### src/rtl/ervp_uncached_axi_bridge_if.sv
// ----------------------------------------------------------------------------
// Bus interfaces for ervp_uncached_axi_bridge.
//
// ervp_uca_if   : single-beat uncacheable request/reply stream from the cache
//                 access splitter.
//                 modport master = splitter side (issues requests)
//                 modport slave  = bridge side (accepts requests, returns reads)
//   rcqvalid/rcqready          request handshake
//   rcqaddr/rcqwrite           request address and direction
//   rcqwstrb/rcqwdata          write strobes and data
//   rcyvalid/rcyrdata          read reply, one-cycle pulse, no back-pressure
//
// ervp_axil_if  : AXI4-Lite bus without prot signals.
//                 modport master = bridge side
//                 modport slave  = memory / peripheral side
//   aw*, w*, b*, ar*, r*       standard AXI4-Lite channels, resp is 2 bits
// ----------------------------------------------------------------------------
interface ervp_uca_if #(
   parameter int BW_ADDR   = 32,
   parameter int BW_ACCESS = 32
);
   logic                   rcqvalid;
   logic                   rcqready;
   logic [BW_ADDR-1:0]     rcqaddr;
   logic                   rcqwrite;
   logic [BW_ACCESS/8-1:0] rcqwstrb;
   logic [BW_ACCESS-1:0]   rcqwdata;
   logic                   rcyvalid;
   logic [BW_ACCESS-1:0]   rcyrdata;

   modport master (
      output rcqvalid, rcqaddr, rcqwrite, rcqwstrb, rcqwdata,
      input  rcqready, rcyvalid, rcyrdata
   );

   modport slave (
      input  rcqvalid, rcqaddr, rcqwrite, rcqwstrb, rcqwdata,
      output rcqready, rcyvalid, rcyrdata
   );
endinterface

interface ervp_axil_if #(
   parameter int BW_ADDR   = 32,
   parameter int BW_ACCESS = 32
);
   logic                   awvalid;
   logic                   awready;
   logic [BW_ADDR-1:0]     awaddr;
   logic                   wvalid;
   logic                   wready;
   logic [BW_ACCESS-1:0]   wdata;
   logic [BW_ACCESS/8-1:0] wstrb;
   logic                   bvalid;
   logic                   bready;
   logic [1:0]             bresp;
   logic                   arvalid;
   logic                   arready;
   logic [BW_ADDR-1:0]     araddr;
   logic                   rvalid;
   logic                   rready;
   logic [BW_ACCESS-1:0]   rdata;
   logic [1:0]             rresp;

   modport master (
      output awvalid, awaddr, wvalid, wdata, wstrb, bready, arvalid, araddr, rready,
      input  awready, wready, bvalid, bresp, arready, rvalid, rdata, rresp
   );

   modport slave (
      input  awvalid, awaddr, wvalid, wdata, wstrb, bready, arvalid, araddr, rready,
      output awready, wready, bvalid, bresp, arready, rvalid, rdata, rresp
   );
endinterface

### src/rtl/ervp_uncached_axi_bridge.sv
// ----------------------------------------------------------------------------
// ervp_uncached_axi_bridge
//
// Turns the single-beat uncacheable request stream of the cache access
// splitter into AXI4-Lite master transactions. One read is in flight at a
// time, replies come back in request order, and writes may optionally be
// posted.
//
// Optional feature macro: ERVP_UCA_WRITE_POSTING_EN
//   defined   : a write returns to IDLE as soon as AW and W are both done;
//               up to MAX_POSTED_WRITE B responses may be outstanding, and a
//               read waits until all of them have drained.
//   undefined : every write waits for its B response before the next request.
//
// Ports:
//   clk      clock
//   rstnn    asynchronous active-low reset
//   clear    synchronous clear of the sticky error flag
//   enable   when low, no new request is accepted
//   busy     FSM not idle or write responses still outstanding
//   error    sticky, set by any nonzero bresp/rresp
//   uca      request/reply stream (slave modport)
//   axi      AXI4-Lite master bus
// ----------------------------------------------------------------------------
module ervp_uncached_axi_bridge #(
   parameter int BW_ADDR          = 32,
   parameter int BW_ACCESS        = 32,
   parameter int MAX_POSTED_WRITE = 4
) (
   input  logic        clk,
   input  logic        rstnn,
   input  logic        clear,
   input  logic        enable,
   output logic        busy,
   output logic        error,
   ervp_uca_if.slave   uca,
   ervp_axil_if.master axi
);

   localparam int BW_STRB  = BW_ACCESS / 8;
   localparam int BW_COUNT = $clog2(MAX_POSTED_WRITE) + 1;
`ifdef ERVP_UCA_WRITE_POSTING_EN
   localparam logic [BW_COUNT-1:0] COUNT_LIMIT = BW_COUNT'(MAX_POSTED_WRITE);
`endif

   typedef enum logic [2:0] {
      IDLE,
      WR,
      WAIT_B,
      RD_AR,
      WAIT_R
   } state_t;

   state_t               state;
   state_t               state_next;

   logic [BW_ADDR-1:0]   addr_reg;
   logic [BW_ACCESS-1:0] wdata_reg;
   logic [BW_STRB-1:0]   wstrb_reg;
   logic                 aw_done;
   logic                 w_done;
   logic [BW_COUNT-1:0]  write_count;
   logic                 rcy_valid_reg;
   logic [BW_ACCESS-1:0] rdata_reg;
   logic                 error_reg;

   logic                 accept;
   logic                 aw_hs;
   logic                 w_hs;
   logic                 ar_hs;
   logic                 r_hs;
   logic                 b_hs;
   logic                 write_complete;
   logic                 write_credit_ok;
   logic                 no_pending_write;
   logic                 resp_error;

   // Channel handshakes and the point where a write has finished both its
   // address and data phases (the two may complete in either order).
   assign aw_hs          = axi.awvalid & axi.awready;
   assign w_hs           = axi.wvalid & axi.wready;
   assign ar_hs          = axi.arvalid & axi.arready;
   assign r_hs           = axi.rvalid & axi.rready;
   assign b_hs           = axi.bvalid & axi.bready;
   assign write_complete = (state == WR) & (aw_done | aw_hs) & (w_done | w_hs);
   assign resp_error     = (b_hs & (axi.bresp != 2'b00)) | (r_hs & (axi.rresp != 2'b00));

   // A write may go whenever there is room for another outstanding B response;
   // a read must wait until every posted write has been acknowledged, which
   // keeps read-after-write ordering without any address comparison.
   assign no_pending_write = (write_count == '0);
`ifdef ERVP_UCA_WRITE_POSTING_EN
   assign write_credit_ok = (write_count < COUNT_LIMIT);
`else
   assign write_credit_ok = 1'b1;
`endif

   // Ready is gated by the reset so that nothing is accepted while the block
   // is held in reset even though the FSM already sits in IDLE.
   assign uca.rcqready = rstnn & (state == IDLE) & enable &
                         (uca.rcqwrite ? write_credit_ok : no_pending_write);
   assign accept       = uca.rcqvalid & uca.rcqready;

   // Bus outputs are decoded only from registers, so no request input ever
   // reaches an AXI output combinationally.
   assign axi.awvalid  = (state == WR) & ~aw_done;
   assign axi.awaddr   = addr_reg;
   assign axi.wvalid   = (state == WR) & ~w_done;
   assign axi.wdata    = wdata_reg;
   assign axi.wstrb    = wstrb_reg;
   assign axi.bready   = ~no_pending_write;
   assign axi.arvalid  = (state == RD_AR);
   assign axi.araddr   = addr_reg;
   assign axi.rready   = (state == WAIT_R);

   assign uca.rcyvalid = rcy_valid_reg;
   assign uca.rcyrdata = rdata_reg;
   assign error        = error_reg;
   assign busy         = (state != IDLE) | ~no_pending_write;

   // State register.
   always_ff @(posedge clk or negedge rstnn) begin
      if (!rstnn) begin
         state <= IDLE;
      end else begin
         state <= state_next;
      end
   end

   // Next-state logic. With posting, WR goes straight back to IDLE and the B
   // response is collected in the background by the outstanding counter;
   // without posting, WR parks in WAIT_B until that response arrives.
   always_comb begin
      state_next = state;
      case (state)
         IDLE: begin
            if (accept) begin
               state_next = uca.rcqwrite ? WR : RD_AR;
            end
         end
         WR: begin
            if (write_complete) begin
`ifdef ERVP_UCA_WRITE_POSTING_EN
               state_next = IDLE;
`else
               state_next = WAIT_B;
`endif
            end
         end
         WAIT_B: begin
            if (b_hs) begin
               state_next = IDLE;
            end
         end
         RD_AR: begin
            if (ar_hs) begin
               state_next = WAIT_R;
            end
         end
         WAIT_R: begin
            if (r_hs) begin
               state_next = IDLE;
            end
         end
         default: begin
            state_next = IDLE;
         end
      endcase
   end

   // Capture the request on acceptance; address, data and strobes are held
   // stable for the whole AXI transaction.
   always_ff @(posedge clk or negedge rstnn) begin
      if (!rstnn) begin
         addr_reg  <= '0;
         wdata_reg <= '0;
         wstrb_reg <= '0;
      end else if (accept) begin
         addr_reg  <= uca.rcqaddr;
         wdata_reg <= uca.rcqwdata;
         wstrb_reg <= uca.rcqwstrb;
      end
   end

   // AW and W are independent channels; each drops its valid after its own
   // handshake and the flags remember which side has already finished.
   always_ff @(posedge clk or negedge rstnn) begin
      if (!rstnn) begin
         aw_done <= 1'b0;
         w_done  <= 1'b0;
      end else if (accept) begin
         aw_done <= 1'b0;
         w_done  <= 1'b0;
      end else begin
         if (aw_hs) begin
            aw_done <= 1'b1;
         end
         if (w_hs) begin
            w_done <= 1'b1;
         end
      end
   end

   // Outstanding write responses: counts up when a write finishes its AW and
   // W phases and down on every B handshake; both together cancel out.
   always_ff @(posedge clk or negedge rstnn) begin
      if (!rstnn) begin
         write_count <= '0;
      end else begin
         case ({write_complete, b_hs})
            2'b10:   write_count <= write_count + BW_COUNT'(1);
            2'b01:   write_count <= write_count - BW_COUNT'(1);
            default: write_count <= write_count;
         endcase
      end
   end

   // Read reply: the data is registered on the R handshake and the reply
   // pulse follows one cycle later, together with the return to IDLE.
   always_ff @(posedge clk or negedge rstnn) begin
      if (!rstnn) begin
         rcy_valid_reg <= 1'b0;
         rdata_reg     <= '0;
      end else begin
         rcy_valid_reg <= r_hs;
         if (r_hs) begin
            rdata_reg <= axi.rdata;
         end
      end
   end

   // Sticky error flag; a new error in the same cycle as a clear wins so that
   // no error report can be lost.
   always_ff @(posedge clk or negedge rstnn) begin
      if (!rstnn) begin
         error_reg <= 1'b0;
      end else begin
         error_reg <= resp_error | (error_reg & ~clear);
      end
   end

endmodule
### src/flat_wrapper.sv
// flat-port wrapper written by rule: the top's interface ports become plain ports
module ervp_uncached_axi_bridge_flat 
#(
   parameter int BW_ADDR          = 32,
   parameter int BW_ACCESS        = 32,
   parameter int MAX_POSTED_WRITE = 4
)
  (clk, rstnn, clear, enable, busy, error, uca_rcqvalid, uca_rcqaddr, uca_rcqwrite, uca_rcqwstrb, uca_rcqwdata, uca_rcqready, uca_rcyvalid, uca_rcyrdata, axi_awvalid, axi_awaddr, axi_wvalid, axi_wdata, axi_wstrb, axi_bready, axi_arvalid, axi_araddr, axi_rready, axi_awready, axi_wready, axi_bvalid, axi_bresp, axi_arready, axi_rvalid, axi_rdata, axi_rresp);
  ervp_uca_if #(.BW_ADDR(BW_ADDR), .BW_ACCESS(BW_ACCESS)) uca_i ();
  ervp_axil_if #(.BW_ADDR(BW_ADDR), .BW_ACCESS(BW_ACCESS)) axi_i ();
  input  logic clk;
  input  logic rstnn;
  input  logic clear;
  input  logic enable;
  output logic busy;
  output logic error;
  input wire logic [$bits(uca_i.rcqvalid)-1:0] uca_rcqvalid;
  input wire logic [$bits(uca_i.rcqaddr)-1:0] uca_rcqaddr;
  input wire logic [$bits(uca_i.rcqwrite)-1:0] uca_rcqwrite;
  input wire logic [$bits(uca_i.rcqwstrb)-1:0] uca_rcqwstrb;
  input wire logic [$bits(uca_i.rcqwdata)-1:0] uca_rcqwdata;
  output wire logic [$bits(uca_i.rcqready)-1:0] uca_rcqready;
  output wire logic [$bits(uca_i.rcyvalid)-1:0] uca_rcyvalid;
  output wire logic [$bits(uca_i.rcyrdata)-1:0] uca_rcyrdata;
  output wire logic [$bits(axi_i.awvalid)-1:0] axi_awvalid;
  output wire logic [$bits(axi_i.awaddr)-1:0] axi_awaddr;
  output wire logic [$bits(axi_i.wvalid)-1:0] axi_wvalid;
  output wire logic [$bits(axi_i.wdata)-1:0] axi_wdata;
  output wire logic [$bits(axi_i.wstrb)-1:0] axi_wstrb;
  output wire logic [$bits(axi_i.bready)-1:0] axi_bready;
  output wire logic [$bits(axi_i.arvalid)-1:0] axi_arvalid;
  output wire logic [$bits(axi_i.araddr)-1:0] axi_araddr;
  output wire logic [$bits(axi_i.rready)-1:0] axi_rready;
  input wire logic [$bits(axi_i.awready)-1:0] axi_awready;
  input wire logic [$bits(axi_i.wready)-1:0] axi_wready;
  input wire logic [$bits(axi_i.bvalid)-1:0] axi_bvalid;
  input wire logic [$bits(axi_i.bresp)-1:0] axi_bresp;
  input wire logic [$bits(axi_i.arready)-1:0] axi_arready;
  input wire logic [$bits(axi_i.rvalid)-1:0] axi_rvalid;
  input wire logic [$bits(axi_i.rdata)-1:0] axi_rdata;
  input wire logic [$bits(axi_i.rresp)-1:0] axi_rresp;
  assign uca_i.rcqvalid = uca_rcqvalid;
  assign uca_i.rcqaddr = uca_rcqaddr;
  assign uca_i.rcqwrite = uca_rcqwrite;
  assign uca_i.rcqwstrb = uca_rcqwstrb;
  assign uca_i.rcqwdata = uca_rcqwdata;
  assign uca_rcqready = uca_i.rcqready;
  assign uca_rcyvalid = uca_i.rcyvalid;
  assign uca_rcyrdata = uca_i.rcyrdata;
  assign axi_awvalid = axi_i.awvalid;
  assign axi_awaddr = axi_i.awaddr;
  assign axi_wvalid = axi_i.wvalid;
  assign axi_wdata = axi_i.wdata;
  assign axi_wstrb = axi_i.wstrb;
  assign axi_bready = axi_i.bready;
  assign axi_arvalid = axi_i.arvalid;
  assign axi_araddr = axi_i.araddr;
  assign axi_rready = axi_i.rready;
  assign axi_i.awready = axi_awready;
  assign axi_i.wready = axi_wready;
  assign axi_i.bvalid = axi_bvalid;
  assign axi_i.bresp = axi_bresp;
  assign axi_i.arready = axi_arready;
  assign axi_i.rvalid = axi_rvalid;
  assign axi_i.rdata = axi_rdata;
  assign axi_i.rresp = axi_rresp;
  ervp_uncached_axi_bridge #(.BW_ADDR(BW_ADDR), .BW_ACCESS(BW_ACCESS), .MAX_POSTED_WRITE(MAX_POSTED_WRITE)) u_core (.clk(clk), .rstnn(rstnn), .clear(clear), .enable(enable), .busy(busy), .error(error), .uca(uca_i), .axi(axi_i));
endmodule
### config.mk
export PLATFORM = sky130hd
export DESIGN_NAME = ervp_uncached_axi_bridge_flat
export DESIGN_NICKNAME = d
export VERILOG_FILES = /design/src/rtl/ervp_uncached_axi_bridge_if.sv /design/src/rtl/ervp_uncached_axi_bridge.sv /design/src/flat_wrapper.sv
export SDC_FILE = /design/constraint.sdc
export NUM_CORES = 1
export LEC_CHECK = 0
export CORE_MARGIN = 5
export CORE_UTILIZATION = 35
export CTS_CLUSTER_DIAMETER = 60
export DETAILED_ROUTE_END_ITERATION = 10
export PLACE_DENSITY = 0.73
export SYNTH_ARGS = -nofsm -noshare
export SYNTH_HDL_FRONTEND = slang
export SYNTH_SLANG_ARGS = --single-unit
### constraint.sdc
create_clock -name clk -period 1.91 [get_ports clk]
set_input_delay 0.382 -clock clk [delete_from_list [all_inputs] [get_ports clk]]
set_output_delay 0.382 -clock clk [all_outputs]
set_load 0.02 [all_outputs]
== Yosys cells after proc, flatten, opt, wreduce, memory -nomap -nowiden ==
Index checks and enable logic that the tools add are counted.

* Flip-flop bits (word level): 110
* Input bits: 115
* Output and inout port bits: 141
* Word-level logic and storage cells: 70

* Add/sub/neg operators: 2
* Equality and inequality tests: 11
* Muxes and demuxes: 13
* Bitwise operators: 25
* Reduce and logical (&&, ||, !) cells: 9

{| class="wikitable"
|+ Operators with widths
! kind !! number
|-
| $and 1x1->1 || 16
|-
| $mux 3 || 5
|-
| $pmux 3 s5 || 1
|-
| $reduce_bool 2->1 || 5
|-
| $eq 3x2->1 const B || 2
|-
| $logic_not 3->1 || 2
|-
| $ne 2x1->1 const B || 3
|-
| $pmux 3 s2 || 1
|-
| $mux 1 || 5
|-
| $or 1x1->1 || 5
|-
| $reduce_and 5->1 || 1
|-
| $ne 2x2->1 const B || 2
|-
| $not 1->1 || 4
|-
| $add 3x1->3 const B || 1
|-
| $eq 3x1->1 const B || 1
|-
| $eq 3x3->1 const B || 1
|-
| $reduce_bool 3->1 || 1
|-
| $sub 3x1->3 const B || 1
|-
| $eq 2x1->1 const B || 1
|-
| $eq 2x2->1 const B || 1
|-
| $mux 2 || 1
|}

== Depth between registers and ports, before layout ==
* Word-level depth: 8
* Gate-level depth with buffers: 9
* Gate-level depth less buffers: 9

== Least setup slack after synthesis ==
OpenSTA, ideal clock, no wires.

* Path type: reg-to-reg
* Start point: register u_core.write_count[2]
* End point: register u_core.write_count[2]
* Library setup time: 125 ps
* Data arrival time: 1789 ps
* Required time: 1785 ps
* Path slack: -4 ps
* Stages on the path, launching flop included: 10
* Buffers on the path: 0
* Period minus slack after synthesis: 1914 ps
* Cell sequence: dfrtp_1 nor3_2 inv_1 and2_2 ha_1 inv_1 fa_1 xor2_1 nor2_1 xor2_1

* Cells in the longest elaborated chain, start to end: 5
* Elaborated cells on any way between the ends: 9
* Those cells by class: 2 x add/sub; 2 x eq/ne; 1 x mux; 2 x bitwise; 2 x reduce/logical

{| class="wikitable"
|+ RTL lines
! item !! line !! RTL
|-
| start: declaration || ervp_uncached_axi_bridge.sv:62 || <nowiki>logic [BW_COUNT-1:0] write_count;</nowiki>
|-
| start signal: assignment || ervp_uncached_axi_bridge.sv:211 || <nowiki>2'b10: write_count <= write_count + BW_COUNT'(1);</nowiki>
|-
| start signal: assignment || ervp_uncached_axi_bridge.sv:212 || <nowiki>2'b01: write_count <= write_count - BW_COUNT'(1);</nowiki>
|-
| start signal: assignment || ervp_uncached_axi_bridge.sv:213 || <nowiki>default: write_count <= write_count;</nowiki>
|-
| $logic_not 3->1 * || ervp_uncached_axi_bridge.sv:91 || <nowiki>assign no_pending_write = (write_count == '0);</nowiki>
|-
| $not 1->1 * || ervp_uncached_axi_bridge.sv:111 || <nowiki>assign axi.bready = ~no_pending_write;</nowiki>
|-
| net axi_bready || flat_wrapper.sv:30 || <nowiki>output wire logic [$bits(axi_i.bready)-1:0] axi_bready;</nowiki>
|-
| $and 1x1->1 * || ervp_uncached_axi_bridge.sv:84 || <nowiki>assign b_hs = axi.bvalid & axi.bready;</nowiki>
|-
| $eq 2x1->1 or $eq 2x2->1 (tied branches) || ervp_uncached_axi_bridge.sv:210 || <nowiki>case ({write_complete, b_hs})</nowiki>
|-
| $pmux 3 s2 or $reduce_bool 2->1 (tied branches) || - ||
|}

Mark *: on every way through the listed nets, which the timed path passes. The rest lies on a longest branch.
A chain may end at the register's enable or synchronous reset.

== Worst setup path after layout ==
* Start point: register u_core.state[2]
* End point: register u_core.wdata_reg[6], in the netlist u_core.axi.wdata[6]

* Cells in the longest elaborated chain, start to end: 5

{| class="wikitable"
|+ RTL lines
! item !! line !! RTL
|-
| start: declaration || ervp_uncached_axi_bridge.sv:54 || <nowiki>state_t state;</nowiki>
|-
| start signal: assignment || ervp_uncached_axi_bridge.sv:126 || <nowiki>state <= state_next;</nowiki>
|-
| $logic_not 3->1 || ervp_uncached_axi_bridge.sv:100 || <nowiki>assign uca.rcqready = rstnn & (state == IDLE) & enable &</nowiki>
|-
| $and 1x1->1 (3 in a row) || ervp_uncached_axi_bridge.sv:100 ||
|-
| $and 1x1->1 || ervp_uncached_axi_bridge.sv:102 || <nowiki>assign accept = uca.rcqvalid & uca.rcqready;</nowiki>
|-
| end signal: assignment || ervp_uncached_axi_bridge.sv:180 || <nowiki>wdata_reg <= uca.rcqwdata;</nowiki>
|-
| end: declaration || ervp_uncached_axi_bridge.sv:58 || <nowiki>logic [BW_ACCESS-1:0] wdata_reg;</nowiki>
|}

No other way between the ends.

==> qor.csv <==
metric,value,unit
status,completed,
area of the mapped netlist,4747,um^2
DR WL/cell,18.33,um
Final Hold Fails,0,
Post-Synthesis Net Count,421,
vias in the first global route,3696,
Finish-stage setup viols,0,
TNS Setup,0,ns
routability cong.,0.8845,
htree depth,3,
number of enable flip-flop cells after synthesis,0,
clock tree from TritonCTS,yes,
clock tree buffer depth,2,
utilization after layout,61.41,%
fmax,0.5264,GHz
DR iter-0 viols,131,
Worst VDD drop,869.8,uV
Nets,680,
Total Routing Usage GR,15.61,%
Row Count,42,
WP data required,2.14,ns
Yosys reg bits,110,
Yosys cell types,33,
MaxCap Viol Count,0,
clock-pin slew on the worst setup and hold paths,0.07,ns
clock latency on the worst-skew pair,0.34,ns
post-synthesis cell count,304,
Initial Utilization,35.70,%
total number of vias,3400,
top_reg_cell synth,dfrtp_1,
Fillers,998,
global-route wire length before repair,19700,um
"most common cell after layout, fill and taps aside",clkdlybuf4s50_1,
Final Skew,0.005852,ns
Leak,0.003539,uW
hold buffer count at CTS,0,
total gr overflow,0,
fraction of synthesis flops using an asynchronous set or reset pin,100.0,%
Final Cycle Share,99.46,%
crit start category,flop,
die height,126.5,um
WS Path Type,flop to flop,
clk sinks,110,
Layout area overhead,71.98,%
fin crit period,1.900,ns
register area share after synthesis,57.99,%
ratio of cells with drive above 1 in the final layout,30.86,%
Critical Path Fanout Max,8,
initial antenna violation count,0,
final worst setup slack,0.01029,ns
Placeable Area,13300,um^2
dpl hpwl,9459,um
Worst Max-Slew Pin Slew,0.5814,ns
warnings from Yosys,0,
final wirelength,13620,um
IO Port Bufs,255,
CTS Buf Count,9,
dpl ws,-0.3236,ns
DR vias/cell,4.576,
most frequent cells in the layout,"247 x clkdlybuf4s50_1, 107 x dfrtp_1, 86 x mux2_4",
largest net degree at the start of global routing,111,
die area,15990,um^2
fin. max-slew vios,0,
worst min path class,input port to async pin,
I/O pins,256,
Die X,126.5,um
mean area per synthesized cell,15.62,um^2
drt first pass iters,4,
RSZ-0062 raised after global routing,yes,
power density over the cells,1608,nW/um^2
Crit path arrival time,2.13,ns
post-route ant nets,0,
Residual DRC,0,
Slew HR,61.24,%
Critical Path Sink Type,flop,
antenna cell count,0,
clock root buffer,clkbuf_16,
report_power, final:
part	internal, uW	total (uW)	switching, uW
registers	3370	4100	732
logic	4030	7090	3060
clock network	1120	1940	812
per-layer routing:
| metal | vias up | track usage [%] | routed length, um |
|---|---|---|---|
| li1 | 1537 | - | - |
| met1 | 1685 | 17.68 | 5250 |
| met2 | 150 | 27.65 | 7092 |
| met3 | 28 | 3.237 | 807 |
| met4 | 0 | 8.076 | 465 |
| met5 | - | 0 | 0 |
final timing paths:
check | from | end | slack (ns) | cells after the start
min in group clk | u_core.error$_DFF_PN0_ | u_core.error$_DFF_PN0_ | 0.51 | 2
max in group asynchronous | rstnn | u_core.axi.wdata[10]$_DFFE_PN0P_ | 1.33 | 2
worst min-delay path | rstnn | u_core.uca.rcyrdata[28]$_DFFE_PN0P_ | 0.13 | 2
worst max register to register | u_core.state[2]$_DFFE_PN0P_ | u_core.axi.wdata[6]$_DFFE_PN0P_ | 0.01 | 8
worst max-delay path | u_core.state[2]$_DFFE_PN0P_ | u_core.axi.wdata[6]$_DFFE_PN0P_ | 0.01 | 8
worst min register to register | u_core.error$_DFF_PN0_ | u_core.error$_DFF_PN0_ | 0.51 | 2
cell usage after synthesis (3+ instances only):
cell / count / area share, %
mux2_4: 28 / 8.9
mux2_2: 73 / 17
buf_6: 7 / 1.7
buf_4: 32 / 5.1
nand2_1: 4 / 0.32
inv_1: 7 / 0.55
dfrtp_1: 110 / 58
nor2_1: 8 / 0.63
buf_12: 4 / 1.7
a21oi_1: 3 / 0.32
kinds of logic (layout without fill, tap and decap cells):
logic type	count (synthesis)	count (layout)	synth area share (%)
AOI/OAI and AO/OA	14	14	2.056
xor gates and xnor gates	3	3	0.5536
adders and majority gates	2	2	0.6853
buffers and inverters	51	314	9.067
DFF	110	110	57.99
muxes	102	102	26.38
and+or+nand+nor	22	22	3.269
critical path, cell delays in order, from the launching register on:
cell and delay, ns:
dfrtp_2 0.46, nor3_4 0.24, buf_6 0.14, o21ai_4 0.05, buf_6 0.12, nor2_8 0.13
buf_12 0.16, clkbuf_16 0.18, mux2_4 0.30
timing repair:
item                                    CTS  global route
gates resized for setup                  23            79
endpoints found under the setup margin   42            75
cloned                                    1             6
pin swaps                                 2             5
setup buffers                             2             4
metrics by stage:
| step | area (um^2) | hold slack [ns] | total power, uW | instances |
|---|---|---|---|---|
| 2_1_floorplan | 4747 | 0.08641 | 7605 | 304 |
| 5_1_grt | 8164 | 0.1766 | 13770 | 743 |
| 3_5_place_dp | 7343 | 0.4948 | 10670 | 715 |
| 3_3_place_gp | 7343 | 0.4878 | 10540 | 715 |
| 4_1_cts | 7707 | 0.1599 | 12710 | 733 |
| 6_report | 8164 | 0.1301 | 13130 | 743 |
area by class of cell:
type	count	area, um^2	area share [%]
Clock buffer	13	270.3	3.310
Tap cell	176	220.2	2.697
Sequential cell	110	2756	33.76
Clock inverter	2	38.79	0.4751
Multi-Input combinational cell	143	1812	22.19
Inverter	7	26.28	0.3218
Timing Repair Buffer	292	3040	37.24
No activity file was read; power rests on OpenSTA's default activity.
